[config.mk]
export PLATFORM = sky130hd
export DESIGN_NAME = reg_write_arbiter
export DESIGN_NICKNAME = d
export VERILOG_FILES = /design/src/rtl/reg_write_arbiter.sv
export SDC_FILE = /design/constraint.sdc
export NUM_CORES = 1
export LEC_CHECK = 0
export CAP_MARGIN = 0
export CORE_MARGIN = 2
export CORE_UTILIZATION = 44
export CTS_BUF_LIST = sky130_fd_sc_hd__clkbuf_4
export DETAILED_ROUTE_END_ITERATION = 12
export PLACE_DENSITY = 0.86
export SYNTH_ARGS = -nofsm -noshare
export SYNTH_HDL_FRONTEND = slang
export SYNTH_SLANG_ARGS = --single-unit
export TNS_END_PERCENT = 10
[constraint.sdc]
create_clock -name CLK -period 2.65 [get_ports CLK]
set_input_delay 0.53 -clock CLK [delete_from_list [all_inputs] [get_ports CLK]]
set_output_delay 0.53 -clock CLK [all_outputs]
set_load 0.02 [all_outputs]
[src/rtl/reg_write_arbiter.sv]
`default_nettype none
// ============================================================================
//  Module      : reg_write_arbiter
//  Description : Two-requester register-file write-port arbiter. Requester 0
//                is the ALU writeback, requester 1 the memory load. Grants are
//                combinational; the winning write is registered one cycle later
//                and counted. A one-entry forwarding lookup matches rd_addr
//                against the write currently being presented.
//                Writes to address 0 are accepted but dropped.
//                Build option REG_WRITE_ARBITER_RR_EN: round-robin arbitration
//                on contention; when undefined, requester 1 always wins.
//  Revision    : 1.0 - initial release
// ============================================================================
module reg_write_arbiter #(
    parameter int DATA_W = 16,
    parameter int ADDR_W = 4
) (
    input  logic              CLK,
    input  logic              Reset,
    input  logic              req0_valid,
    input  logic [ADDR_W-1:0] req0_addr,
    input  logic [DATA_W-1:0] req0_data,
    input  logic              req1_valid,
    input  logic [ADDR_W-1:0] req1_addr,
    input  logic [DATA_W-1:0] req1_data,
    output logic              req0_ready,
    output logic              req1_ready,
    output logic              RegWrite,
    output logic [ADDR_W-1:0] wr_addr,
    output logic [DATA_W-1:0] wr_data,
    input  logic [ADDR_W-1:0] rd_addr,
    output logic              fwd_hit,
    output logic [DATA_W-1:0] fwd_data,
    output logic [15:0]       wr_count
);

    logic              w_pick0;     // on contention, requester 0 wins
    logic              w_ready0;
    logic              w_ready1;
    logic [ADDR_W-1:0] w_sel_addr;
    logic [DATA_W-1:0] w_sel_data;
    logic              w_write;     // a transfer that actually writes (addr != 0)

    logic              r_regwrite;
    logic [ADDR_W-1:0] r_wr_addr;
    logic [DATA_W-1:0] r_wr_data;
    logic [15:0]       r_count;

`ifdef REG_WRITE_ARBITER_RR_EN
    localparam logic [0:0] c_LAST0 = 1'b0;
    localparam logic [0:0] c_LAST1 = 1'b1;

    logic [0:0] r_ptr;
    logic [0:0] w_ptr_next;

    // Round-robin pointer register; reset makes requester 0 the first winner.
    always_ff @(posedge CLK or posedge Reset) begin
        if (Reset) r_ptr <= c_LAST1;
        else       r_ptr <= w_ptr_next;
    end

    // Pointer moves only on a real transfer, to the side that just won.
    always_comb begin
        w_ptr_next = r_ptr;
        if (w_ready0)      w_ptr_next = c_LAST0;
        else if (w_ready1) w_ptr_next = c_LAST1;
    end

    assign w_pick0 = (r_ptr == c_LAST1);
`else
    // Fixed priority: the memory load always wins a tie.
    assign w_pick0 = 1'b0;
`endif

    // Grant logic: a lone requester wins immediately; reset blocks all grants.
    always_comb begin
        w_ready0   = ~Reset & req0_valid & (~req1_valid | w_pick0);
        w_ready1   = ~Reset & req1_valid & (~req0_valid | ~w_pick0);
        w_sel_addr = w_ready0 ? req0_addr : req1_addr;
        w_sel_data = w_ready0 ? req0_data : req1_data;
        w_write    = (w_ready0 | w_ready1) & (w_sel_addr != '0);
    end

    // Write-port register and commit counter; address 0 transfers leave the
    // presented address/data untouched and do not count.
    always_ff @(posedge CLK or posedge Reset) begin
        if (Reset) begin
            r_regwrite <= 1'b0;
            r_wr_addr  <= '0;
            r_wr_data  <= '0;
            r_count    <= '0;
        end else begin
            r_regwrite <= w_write;
            if (w_write) begin
                r_wr_addr <= w_sel_addr;
                r_wr_data <= w_sel_data;
                r_count   <= r_count + 16'd1;
            end
        end
    end

    assign req0_ready = w_ready0;
    assign req1_ready = w_ready1;
    assign RegWrite   = r_regwrite;
    assign wr_addr    = r_wr_addr;
    assign wr_data    = r_wr_data;
    assign wr_count   = r_count;
    assign fwd_hit    = r_regwrite & (rd_addr == r_wr_addr);
    assign fwd_data   = fwd_hit ? r_wr_data : '0;

endmodule
`default_nettype wire

Word-level counts from Yosys, hierarchy flattened. Cells that the tools add are included.

Register bits after elaboration: 37. Bits of input ports: 48. Output and inout bits: 56. Word-level logic and storage cells: 18.

Add/sub/neg operators: 1. Equal/unequal tests: 1. Multiplexer cells: 3. Bitwise operators: 8. Reductions and logical operators: 1.

Operator list (count): 16-bit two-way mux (2); 16-bit by 1-bit adder with 16-bit output (second input constant) (1); 1-bit AND (5); 4-bit equality test (1); 4-bit two-way mux (1); 4-bit nonzero test (1); 1-bit NOT (2); 1-bit OR (1).

Logic depth before layout (Yosys ltp). Gate-level depths: netlist of run 1.

Depth in word-level cells: 6. Gate-level depth with buffers: 5. Depth with buffers taken out: 5.

Least setup slack after synthesis of run 1. No wires, ideal clock.

Kind: input-to-output. Start: input rd_addr[3]. End: output fwd_data[10]. Data arrival time: 1.879 ns. Data required time: 2.120 ns. Slack: 0.241 ns. Cell stages on the path: 5. Buffers on the path: 1. Path through: inv_1 > a222oi_1 > nor4b_2 > clkbuf_1 > and2_1.

Longest elaborated chain between the ends: 3.

RTL lines: start: declaration (line 31) `input logic [ADDR_W-1:0] rd_addr,`; 4-bit equality test (line 108) `assign fwd_hit = r_regwrite & (rd_addr == r_wr_addr);`; 1-bit AND (line 108); named net fwd_hit (line 32) `output logic fwd_hit,`; 16-bit two-way mux (line 109) `assign fwd_data = fwd_hit ? r_wr_data : '0;`; end: declaration (line 33) `output logic [DATA_W-1:0] fwd_data,`.

The timed path passes the listed nets, and every way through them passes these cells.

Worst setup path in the final report of run 1.
Start: register r_wr_addr[3] (netlist: wr_addr[3]). End: output fwd_data[0].

Longest elaborated chain between the ends: 3.

RTL lines: start: declaration (line 45) `logic [ADDR_W-1:0] r_wr_addr;`; start signal: assignment (line 95) `r_wr_addr <= w_sel_addr;`; 4-bit equality test (line 108); 1-bit AND (line 108); 16-bit two-way mux (line 109).

No other way between the ends.

==> Flow_metrics.wiki, run 1 <==
{| class="wikitable"
! Metric !! Value
|-
| Endpoint of the worst register-to-register path || wr_count[15]$_DFFE_PP0P_
|-
| Routed vias || 1720
|-
| Distinct cell type count after synthesis || 32
|-
| Synthesis-to-layout area growth || 60.81%
|-
| Cts-stage hold buffer count || 0
|-
| Clock transition at path regs || 100 ps
|-
| Stage delay of the slowest cell on the critical path || 420 ps
|-
| Net Switching || 637.1 uW
|-
| Number of antenna violations at the first check in global routing || 0
|-
| Minimum hold slack || approximately 500 ps
|-
| Reg2Reg Launch Point || wr_count[3]$_DFFE_PP0P_
|-
| Sw Ratio || between 30% and 40%
|-
| Worst slew margin relative to its limit || between 40 and 50%
|-
| IR drop worst, VDD || 334.5 uV
|-
| Slew Limit Fails || 0
|-
| Dpl hpwl || 4.020 mm
|-
| Die area || 0.005205 sq mm
|-
| DR pass1 iterations || 4
|-
| Setup repair after global routing missed its margin || true
|-
| Routed Antenna Nets || 0
|-
| Cell area after synthesis || 0.002043 sq mm
|-
| Most common cell in the netlist || dfrtp_1
|-
| Power share of the clock group || about a fifth
|-
| Largest net degree at the start of global routing || 24
|-
| Post-synthesis register bit count || 37
|-
| Type of element capturing the critical path || output pin
|-
| Hold Path Depth || 1
|-
| Family with the most delay on the worst path || simple AND/OR/NAND/NOR gates
|-
| Die W || slightly above 70 um
|-
| Initial Utilization || a little under half
|-
| Endpoint of the worst hold-timing path || wr_count[15]$_DFFE_PP0P_
|-
| Kind of critical path || reg -> out
|-
| Final design utilization || roughly three quarters
|-
| Number of endpoints with negative hold slack in the final report || 0
|-
| First-pass GRT wire length || about 8.5 mm
|-
| Cell Rows || 24
|-
| Root buffer selected by CTS || clkbuf_4
|-
| Clock skew || about 3.3 ps
|-
| Part of the power in combinational logic || between 30% and 40%
|-
| Routed WL || approximately 5.7 mm
|-
| Highest Clock Rate || 381.4 MHz
|-
| DIE HEIGHT || slightly above 70 um
|-
| Count of buffers inserted at the top-level ports || around 100
|-
| Highest fanout seen on the critical path || 8
|-
| Hold Path Class || reg -> reg
|-
| Startpoint Class || flop
|-
| Buffers from clock root to sink, at most || 2
|-
| Core region area || 0.004414 sq mm
|-
| Sinks on Clock Net || 37
|-
| Cell with the biggest individual delay on the critical path || dfrtp_1
|-
| Dominant synthesized flop cell || dfrtp_1
|-
| Placer's final routability congestion estimate || 0.8978
|-
| Clock tree from TritonCTS || built
|-
| Post-route DRC || 0
|-
| Pwr Density || between 500 and 600 mW/mm^2
|-
| Mean area per synthesized cell || around 13 sq um
|-
| Series of cell instances along the critical path || a222oi_1, nor4b_4, buf_4, buf_8, and2_4, buf_6
|-
| Post-detailed-route via-to-cell ratio || roughly 5.2
|-
| Required time worst endpoint || approximately 2100 ps
|-
| Maximum capacitance violations || 0
|-
| Final setup violating endpoints || 0
|-
| Share of the synthesized area in the top cell type || 45.32%
|-
| Most area-consuming cells after synthesis || dfrtp_1, mux2_2, mux2_4
|-
| CP Buf/Inv Count || 3
|-
| Status || completed
|-
| Asr flop ratio synth || between 90% and 100%
|-
| Top cells by instance count after synthesis || dfrtp_1, mux2_2, mux2_4
|-
| Total CTS buffers || 5
|-
| Antenna cell count || 0
|-
| Hold wc startpoint || wr_count[15]$_DFFE_PP0P_
|-
| Static Leakage || roughly 1.4 nW
|-
| Post-Syn Nets || 210
|-
| Cell internal power dissipation || between 1 and 1.5 mW
|-
| Clk Latency, worst-skew pair || around 340 ps
|-
| Worst-case register-to-register setup slack || 840 ps
|-
| Starting DRT DRC Count || 54
|-
| Average detailed-routed wire length per instance || roughly 17 um
|-
| Share of final-layout standard cells stronger than drive strength 1 || between 30% and 40%
|-
| Count of flip-flops with a built-in enable after synthesis || 0
|-
| Number of cells traversed by the worst register-to-register path || 4
|-
| Register area share after synthesis || roughly 45%
|-
| Most area-hungry cell type in the Yosys netlist || dfrtp_1
|-
| CP arrival || 2090 ps
|-
| Fin crit period || between 2000 and 3000 ps
|-
| Slew of the pin with the lowest slew margin || about 850 ps
|-
| Layout net count || roughly 330
|-
| Synth warnings || 0
|-
| Total grt overflow || 0
|-
| Tcrit/Tclk final || a little over nine tenths
|-
| Proportion of power drawn by flip-flops and latches || 41.0%
|-
| Global routing usage summed across all routing layers || a little over a fifth
|-
| Depth of the CTS H-tree || 2
|-
| Number of global-route vias before repair || between 1500 and 2000
|-
| Top-Level Pins || between 100 and 150
|-
| Instance count of the mapped netlist || 161
|}
==> kinds of logic after synthesis <==
logic type	share of synthesized area [%]
AO/OA/AOI/OAI	2.327
multiplexers	26.15
AND/OR/NAND/NOR	16.04
buffers and inverters	2.694
adder cells (fa/ha/maj)	0.6123
flip-flops	45.32
XOR/XNOR	6.858
==> metrics by stage <==
step	cell area [sq um]	total power, mW	setup WS, ps	instances	setup TNS (ps)
global placement	3157	1.527	-393.1	317	-6438
CTS	3216	1.935	7.531	327	0
floorplan	2043	1.166	240.8	161	0
detailed placement	3157	1.544	-482.3	317	-7406
global route	3286	2.044	-102.9	332	-972.3
finish	3286	1.948	27.92	332	0
==> sequential cells by signal (all words and copies together), names as in the netlist <==
name	flops
RegWrite	1
wr_addr	4
wr_count	16
wr_data	16
==> power by group through the flow <==
stage                     logic [mW]  clock network, mW  registers (mW)
after floorplan                0.246                  0           0.919
after global placement         0.726                  0           0.801
after detailed placement       0.738                  0           0.806
after CTS                      0.744              0.393           0.797
after global routing           0.807              0.419           0.818
final                          0.763              0.386           0.799
==> layout make-up <==
type	instances	area, sq um
clock buffer	6	45.04
clock inverter	2	33.78
fill	317	1129
inverter	4	15.01
multi-input combinational	114	1094
sequential	37	925.9
tap	52	65.06
timing repair buffer	117	1107
==> cell usage in the layout, fill, tap and decap left out, types with 2 or more instances in the layout <==
master,n
o21ai_0,2
clkdlybuf4s50_1,83
mux2_4,17
clkbuf_4,6
buf_4,12
nor4_1,7
dfrtp_1,37
and2_1,9
nand2_1,5
nand3_1,3
inv_2,2
xor2_1,10
nand4_1,5
mux2_2,23
or4_4,2
mux2i_1,2
buf_2,10
and2_4,7
xnor2_1,6
buf_6,8
inv_1,2
==> per-layer routing <==
metal | global-route usage (%) | part of all wire [%] | vias to the layer above
met5 | 0 | 0 | -
met4 | 6.289 | 1.1 | 0
met3 | 5.833 | 7.4 | 5
met2 | 35.58 | 52 | 68
met1 | 27.66 | 40 | 836
li1 | - | - | 811
==> worst max-delay path by stage <==
| stage | from | endpoint | slack [ps] | depth (start not counted) |
|---|---|---|---|---|
| 2_1_floorplan | rd_addr[3] | fwd_data[10] | 240 | 5 |
| 3_5_place_dp | rd_addr[3] | fwd_data[0] | -480 | 7 |
| 4_1_cts | rd_addr[1] | fwd_hit | 8 | 7 |
| 5_1_grt | wr_addr[3]$_DFFE_PP0P_ | fwd_data[15] | -100 | 6 |
| 3_3_place_gp | rd_addr[3] | fwd_data[14] | -390 | 7 |
| 6_report | wr_addr[3]$_DFFE_PP0P_ | fwd_data[0] | 30 | 6 |
==> timing repair <==
action | CTS | global route
resized for setup | 86 | 19
cloned | 1 | 1
setup buffers | 1 | 5
endpoints found under the setup margin | 17 | 17
pin swaps | 2 | 4
endpoints found under the hold margin | 0 | 0
No activity file was read; power rests on OpenSTA's default activity.
==> run 2: changes to the inputs <==
Settings changed: GPL_TIMING_DRIVEN from default to 0.
==> run 2 against run 1 <==
Final cell count fell by 0.60%. Sequential cell count did not move. Design area is 0.84% higher. Clock skew rose by 9.2 ps. Critical path type is now in -> out. Largest cell class unchanged. Highest routed layer unchanged.
==> Flow_metrics.wiki, run 2 (same netlist as run 1, synthesis figures left out) <==
{| class="wikitable"
! Metric !! Value
|-
| Cell Rows || 24 (unchanged)
|-
| Endpoint of the worst hold-timing path || wr_count[13]$_DFFE_PP0P_ (was wr_count[15]$_DFFE_PP0P_)
|-
| Maximum capacitance violations || 0 (unchanged)
|-
| Clock tree from TritonCTS || built (unchanged)
|-
| Highest Clock Rate || 385.5 MHz (was 381.4 MHz)
|-
| Hold wc startpoint || wr_count[13]$_DFFE_PP0P_ (was wr_count[15]$_DFFE_PP0P_)
|-
| Worst slack, placed || -1029 ps (was -482.3 ps)
|-
| Core region area || 0.004414 sq mm (unchanged)
|-
| Post-detailed-route via-to-cell ratio || 5.164 (was 5.181)
|-
| Worst-case register-to-register setup slack || 970 ps (was 840 ps)
|-
| Most common cell type on the critical path || clkdlybuf4s50_1
|-
| Clock skew || 12.44 ps (was 3.267 ps)
|-
| Global routing usage summed across all routing layers || 21.67% (was 21.49%)
|-
| Number of global-route vias before repair || 1742 (was 1698)
|-
| Net Switching || 640.9 uW (was 637.1 uW)
|-
| Hold Path Class || reg -> reg (unchanged)
|-
| Design area || 0.003313 sq mm (was 0.003286 sq mm)
|-
| First-pass GRT wire length || 8.569 mm (was 8.507 mm)
|-
| Type of element capturing the critical path || output pin (unchanged)
|-
| Average detailed-routed wire length per instance || 16.32 um (was 17.22 um)
|-
| Clk Latency, worst-skew pair || 340 ps (about the same)
|-
| Total grt overflow || 0 (unchanged)
|-
| Dpl hpwl || 4.042 mm (was 4.020 mm)
|-
| Slew of the pin with the lowest slew margin || 761.0 ps (was 851.7 ps)
|-
| Layout net count || 326 (was 328)
|-
| Sinks on Clock Net || 37 (unchanged)
|-
| Die W || 72.15 um (unchanged)
|-
| Share of final-layout standard cells stronger than drive strength 1 || 34.17% (was 33.21%)
|-
| DR pass1 iterations || 4 (unchanged)
|-
| Initial Utilization || 46.29% (unchanged)
|-
| Part of the power in combinational logic || 41.2% (was 39.2%)
|-
| Fin crit period || 2594 ps (was 2622 ps)
|-
| Startpoint Class || input port (was flop)
|-
| Clock transition at path regs || 110 ps (was 100 ps)
|-
| Worst slew margin relative to its limit || 49.21% (was 43.09%)
|-
| Post-route DRC || 0 (unchanged)
|-
| Placer's final routability congestion estimate || 0.8035 (was 0.8978)
|-
| Stage delay of the slowest cell on the critical path || 610 ps (was 420 ps)
|-
| IR drop worst, VDD || 297.8 uV (was 334.5 uV)
|-
| Worst Setup Slack, final || 56.04 ps (was 27.92 ps)
|-
| Power share of the clock group || 15.9% (was 19.8%)
|-
| Root buffer selected by CTS || clkbuf_4 (unchanged)
|-
| Top-Level Pins || 104 (unchanged)
|-
| Hold Path Depth || 1 (unchanged)
|-
| Highest fanout seen on the critical path || 10 (was 8)
|-
| Final setup violating endpoints || 0 (unchanged)
|-
| Largest net degree at the start of global routing || 22 (was 24)
|-
| Routed Antenna Nets || 0 (unchanged)
|-
| Most frequent standard cell in the layout excluding fill and tap cells || clkdlybuf4s50_1 (unchanged)
|-
| Placement Cell Area || 0.003167 sq mm (was 0.003157 sq mm)
|-
| Die area || 0.005205 sq mm (unchanged)
|-
| Routed vias || 1704 (was 1720)
|-
| Antenna cell count || 0 (unchanged)
|-
| Pwr Density || 560.6 mW/mm^2 (was 592.9 mW/mm^2)
|-
| Kind of critical path || in -> out (was reg -> out)
|-
| Aggregate negative setup slack || 0 ps (unchanged)
|-
| Static Leakage || 1.472 nW (was 1.448 nW)
|-
| Total CTS buffers || 5 (unchanged)
|-
| Setup repair after global routing missed its margin || true (unchanged)
|-
| Starting DRT DRC Count || 70 (was 54)
|-
| Minimum hold slack || 497.4 ps (was 487.9 ps)
|-
| Cell with the biggest individual delay on the critical path || clkdlybuf4s50_1 (was dfrtp_1)
|-
| Series of cell instances along the critical path || clkdlybuf4s50_1, clkbuf_2, nor2b_1, clkdlybuf4s50_1 (was a222oi_1, nor4b_4, buf_4, buf_8, and2_4, buf_6)
|-
| Proportion of power drawn by flip-flops and latches || 43.0% (was 41.0%)
|-
| Routed WL || 5.386 mm (was 5.717 mm)
|-
| Count of buffers inserted at the top-level ports || 103 (unchanged)
|-
| Fill cell count || 307 (was 317)
|-
| Cts-stage hold buffer count || 0 (unchanged)
|-
| Buffers from clock root to sink, at most || 2 (unchanged)
|-
| Depth of the CTS H-tree || 2 (unchanged)
|-
| Number of cells traversed by the worst register-to-register path || 4 (unchanged)
|-
| Reg2Reg Launch Point || wr_count[3]$_DFFE_PP0P_ (unchanged)
|-
| Status || completed (unchanged)
|-
| Slew Limit Fails || 0 (unchanged)
|-
| CP arrival || 2060 ps (was 2090 ps)
|-
| Synthesis-to-layout area growth || 62.16% (was 60.81%)
|-
| Sw Ratio || 34.50% (was 32.70%)
|-
| Number of endpoints with negative hold slack in the final report || 0 (unchanged)
|-
| DIE HEIGHT || 72.15 um (unchanged)
|-
| Tcrit/Tclk final || 97.89% (was 98.95%)
|-
| Endpoint of the worst register-to-register path || wr_count[15]$_DFFE_PP0P_ (unchanged)
|-
| Required time worst endpoint || 2120 ps (about the same)
|-
| Leading cell types in the layout, fill and taps excluded || clkdlybuf4s50_1, dfrtp_1, mux2_2 (unchanged)
|-
| Cell internal power dissipation || 1.216 mW (was 1.311 mW)
|-
| Number of antenna violations at the first check in global routing || 0 (unchanged)
|}
[run 2: cell types whose count changed in the layout (fill, tap and decap cells not counted), sizes merged]
cell,delta
buf,-4
bufinv,-1
clkbuf,+2
clkdlybuf4s15,-1
clkdlybuf4s50,-1
clkinv,+1
dlymetal6s2s,+2
[run 2: final cells by class]
| cell class | instances | area, sq um | share of cell area, % |
|---|---|---|---|
| buffer | 6 | 55.05 | 1.662 |
| clock buffer | 6 | 45.04 | 1.360 |
| clock inverter | 2 | 10.01 | 0.3021 |
| inverter | 4 | 15.01 | 0.4532 |
| multi-input combinational | 114 | 1105 | 33.35 |
| sequential | 37 | 925.9 | 27.95 |
| tap | 52 | 65.06 | 1.964 |
| timing repair buffer | 109 | 1092 | 32.97 |
[run 2: routing by layer]
metal / wire length (um) / share of wire, % / GRT usage, %
met4: 65 / 1.2 / 6.918
met1: 2234 / 41 / 27.09
met5: 0 / 0 / 0
met2: 2721 / 51 / 37.00
met3: 364 / 6.8 / 5.139
[run 2: stage by stage]
step | utilization, % | instances | power (mW)
floorplan | - | 161 | 1.166
global placement | 71.12 | 316 | 1.522
detailed placement | 71.74 | 317 | 1.550
CTS | 73.38 | 326 | 1.859
global route | 75.06 | 330 | 1.955
finish | 75.06 | 330 | 1.857
[run 2: worst max-delay path by stage]
stage                                start           end  slack [ps]  depth (start not counted)
detailed placement              rd_addr[3]  fwd_data[12]       -1030                          7
floorplan                       rd_addr[3]  fwd_data[10]         240                          5
global placement                rd_addr[3]  fwd_data[14]       -1040                          7
finish                               Reset    req1_ready          60                          4
global route        wr_addr[3]$_DFFE_PP0P_   fwd_data[8]         -10                          6
CTS                             rd_addr[3]   fwd_data[6]         -80                          8
[run 2: power by group through the flow]
stage          registers [mW]  logic, mW  clock network [mW]
5_1_grt                 0.818      0.818               0.319
3_5_place_dp            0.804      0.746                   0
3_3_place_gp            0.800      0.722                   0
4_1_cts                 0.795      0.755               0.309
2_1_floorplan           0.919      0.246                   0
6_report                0.798      0.765               0.295
[run 2: critical path: cells and delay by family]
family                 cells  cell delay, ps
AND/OR/NAND/NOR            1             140
buffers and inverters      3            1400
[run 2: repair_timing]
item | CTS | global route
endpoints found under the hold margin | 0 | 0
cloned | 0 | 2
resized for setup | 94 | 18
setup endpoints to repair | 18 | 17
setup buffers | 1 | 2
pin swaps | 1 | 1
==> run 3: changes to the inputs <==
Settings changed: PLACE_DENSITY 0.86 to 0.92.
==> run 3 against run 2 <==
Clock power is 2% lower. Final cell count is 0.30% higher. Design area is 0.94% higher. Critical path type unchanged. Critical endpoint is now fwd_data[15]. Highest routed layer unchanged.
==> Flow_metrics.wiki, run 3 (same netlist as run 1, synthesis figures left out) <==
{| class="wikitable"
! Metric !! Value
|-
| Clock skew || 5.000 ps (was 12.44 ps)
|-
| Highest fanout seen on the critical path || 7 (was 10)
|-
| Type of element capturing the critical path || output pin (unchanged)
|-
| Final setup violating endpoints || 0 (unchanged)
|-
| Depth of the CTS H-tree || 2 (unchanged)
|-
| Worst slew margin relative to its limit || 47.94% (was 49.21%)
|-
| Sw Ratio || 34.58% (was 34.50%)
|-
| Cell internal power dissipation || 1.218 mW (was 1.216 mW)
|-
| Die area || 0.005205 sq mm (unchanged)
|-
| Total grt overflow || 0 (unchanged)
|-
| Most frequent standard cell in the layout excluding fill and tap cells || clkdlybuf4s50_1 (unchanged)
|-
| Routed WL || 5.615 mm (was 5.386 mm)
|-
| Tcrit/Tclk final || 96.29% (was 97.89%)
|-
| Hold Path Class || reg -> reg (unchanged)
|-
| Number of antenna violations at the first check in global routing || 0 (unchanged)
|-
| Total CTS buffers || 5 (unchanged)
|-
| Slew of the pin with the lowest slew margin || 780.0 ps (was 761.0 ps)
|-
| Fin crit period || 2552 ps (was 2594 ps)
|-
| Global routing usage summed across all routing layers || 21.08% (was 21.67%)
|-
| Core region area || 0.004414 sq mm (unchanged)
|-
| Register Area || 925.9 sq um (unchanged)
|-
| Post-detailed-route via-to-cell ratio || 5.211 (was 5.164)
|-
| Multi-input gate area in the final layout || 0.001109 sq mm (was 0.001105 sq mm)
|-
| Layout net count || 328 (was 326)
|-
| Root buffer selected by CTS || clkbuf_4 (unchanged)
|-
| Pwr Density || 556.7 mW/mm^2 (was 560.6 mW/mm^2)
|-
| Required time worst endpoint || 2120 ps (about the same)
|-
| Clock transition at path regs || 110 ps (about the same)
|-
| Starting DRT DRC Count || 88 (was 70)
|-
| Proportion of power drawn by flip-flops and latches || 42.9% (was 43.0%)
|-
| Setup repair after global routing missed its margin || true (unchanged)
|-
| Share of final-layout standard cells stronger than drive strength 1 || 35.13% (was 34.17%)
|-
| IR drop worst, VDD || 339.2 uV (was 297.8 uV)
|-
| Initial Utilization || 46.29% (unchanged)
|-
| First-pass GRT wire length || 8.549 mm (was 8.569 mm)
|-
| Total design power || 1.862 mW (was 1.857 mW)
|-
| Number of endpoints with negative hold slack in the final report || 0 (unchanged)
|-
| Placer's final routability congestion estimate || 0.7917 (was 0.8035)
|-
| Net Switching || 643.8 uW (was 640.9 uW)
|-
| Sinks on Clock Net || 37 (unchanged)
|-
| Leading cell types in the layout, fill and taps excluded || clkdlybuf4s50_1, dfrtp_1, mux2_2 (unchanged)
|-
| Top-Level Pins || 104 (unchanged)
|-
| Maximum capacitance violations || 0 (unchanged)
|-
| Post-route DRC || 0 (unchanged)
|-
| Largest net degree at the start of global routing || 21 (was 22)
|-
| Routed vias || 1725 (was 1704)
|-
| CP arrival || 2020 ps (was 2060 ps)
|-
| Placement Cell Area || 0.003167 sq mm (unchanged)
|-
| Routed Antenna Nets || 0 (unchanged)
|-
| Count of buffers inserted at the top-level ports || 103 (unchanged)
|-
| Average detailed-routed wire length per instance || 16.96 um (was 16.32 um)
|-
| Status || completed (unchanged)
|-
| DR pass1 iterations || 4 (unchanged)
|-
| Antenna cell count || 0 (unchanged)
|-
| Power share of the clock group || 15.5% (was 15.9%)
|-
| Highest Clock Rate || 391.9 MHz (was 385.5 MHz)
|-
| Die W || 72.15 um (unchanged)
|-
| Design area || 0.003344 sq mm (was 0.003313 sq mm)
|-
| Kind of critical path || in -> out (unchanged)
|-
| Part of the power in combinational logic || 41.5% (was 41.2%)
|-
| Synthesis-to-layout area growth || 63.69% (was 62.16%)
|-
| Final design utilization || 75.77% (was 75.06%)
|-
| Fill cell count || 293 (was 307)
|-
| Number of global-route vias before repair || 1726 (was 1742)
|-
| Buffers from clock root to sink, at most || 2 (unchanged)
|-
| Cell Rows || 24 (unchanged)
|-
| DIE HEIGHT || 72.15 um (unchanged)
|-
| Static Leakage || 1.472 nW (about the same)
|-
| Startpoint Class || input port (unchanged)
|-
| Clock tree from TritonCTS || built (unchanged)
|-
| Clk Latency, worst-skew pair || 330 ps (was 340 ps)
|-
| Dpl hpwl || 4.024 mm (was 4.042 mm)
|-
| Slew Limit Fails || 0 (unchanged)
|}
==> run 3: cell types whose count changed in the layout (fill, tap and decap cells not counted), sizes merged <==
cell	change
buf	+2
clkbuf	-1
clkdlybuf4s15	+1
clkdlybuf4s50	-1
clkinv	-1
dlygate4sd2	+2
dlymetal6s2s	-1
==> run 3: routing by layer <==
layer | global-route usage [%] | part of all wire [%]
met3 | 5.139 | 6.9
met5 | 0 | 0
met1 | 27.48 | 41
met2 | 35.78 | 52
met4 | 4.403 | 0.91
==> run 3: final cells by class <==
class | instances | share of cell area (%)
clock inverters | 1 | 0.1122
inverters | 4 | 0.4489
clock buffers | 6 | 1.347
multi-input cells | 114 | 33.15
flip-flops and latches | 37 | 27.68
repair buffers | 112 | 34.12
plain buffers | 5 | 1.197
well taps | 52 | 1.945
==> run 3: worst paths after layout <==
path	from	cells past startpoint	to	slack [ps]
hold reg to reg	wr_count[15]$_DFFE_PP0P_	1	wr_count[15]$_DFFE_PP0P_	480
setup / recovery	rd_addr[0]	6	fwd_data[15]	100
min in group asynchronous	Reset	3	wr_data[9]$_DFFE_PP0P_	1040
max in group asynchronous	Reset	4	wr_count[1]$_DFFE_PP0P_	1060
hold / removal	wr_count[15]$_DFFE_PP0P_	1	wr_count[15]$_DFFE_PP0P_	480
setup reg to reg	wr_count[0]$_DFFE_PP0P_	5	wr_count[14]$_DFFE_PP0P_	900
==> run 3: worst max-delay path, cell delays in order <==
cell and delay (ps):
dlygate4sd2_1 240, a222oi_1 370, nor4b_4 390, buf_4 230, and2_4 150, buf_6 110
==> run 3: power by group through the flow <==
stage | sequential, mW | clock (mW) | combinational [mW]
after global placement | 0.798 | 0 | 0.721
after floorplan | 0.919 | 0 | 0.246
after global routing | 0.821 | 0.324 | 0.821
final | 0.799 | 0.289 | 0.774
after CTS | 0.796 | 0.293 | 0.751
after detailed placement | 0.806 | 0 | 0.741
==> run 3: what timing repair did <==
item                                   CTS  global route
pin swaps                                3             6
setup endpoints to repair               18            18
buffers inserted                         3             4
cloned                                   0             1
hold buffers                             0             0
endpoints found under the hold margin    0             0
resized for setup                       90            37
==> run 3: metrics by stage <==
step | hold slack, ps | setup slack (ps) | TNS, ps | cells
final | 484.8 | 98.19 | 0 | 331
after global routing | 510.1 | -41.14 | -437.2 | 331
after CTS | 486.1 | -17.98 | -39.84 | 327
after detailed placement | 464.9 | -1047 | -14750 | 317
after global placement | 464.8 | -971.4 | -14090 | 316
after floorplan | 582.3 | 240.8 | 0 | 161
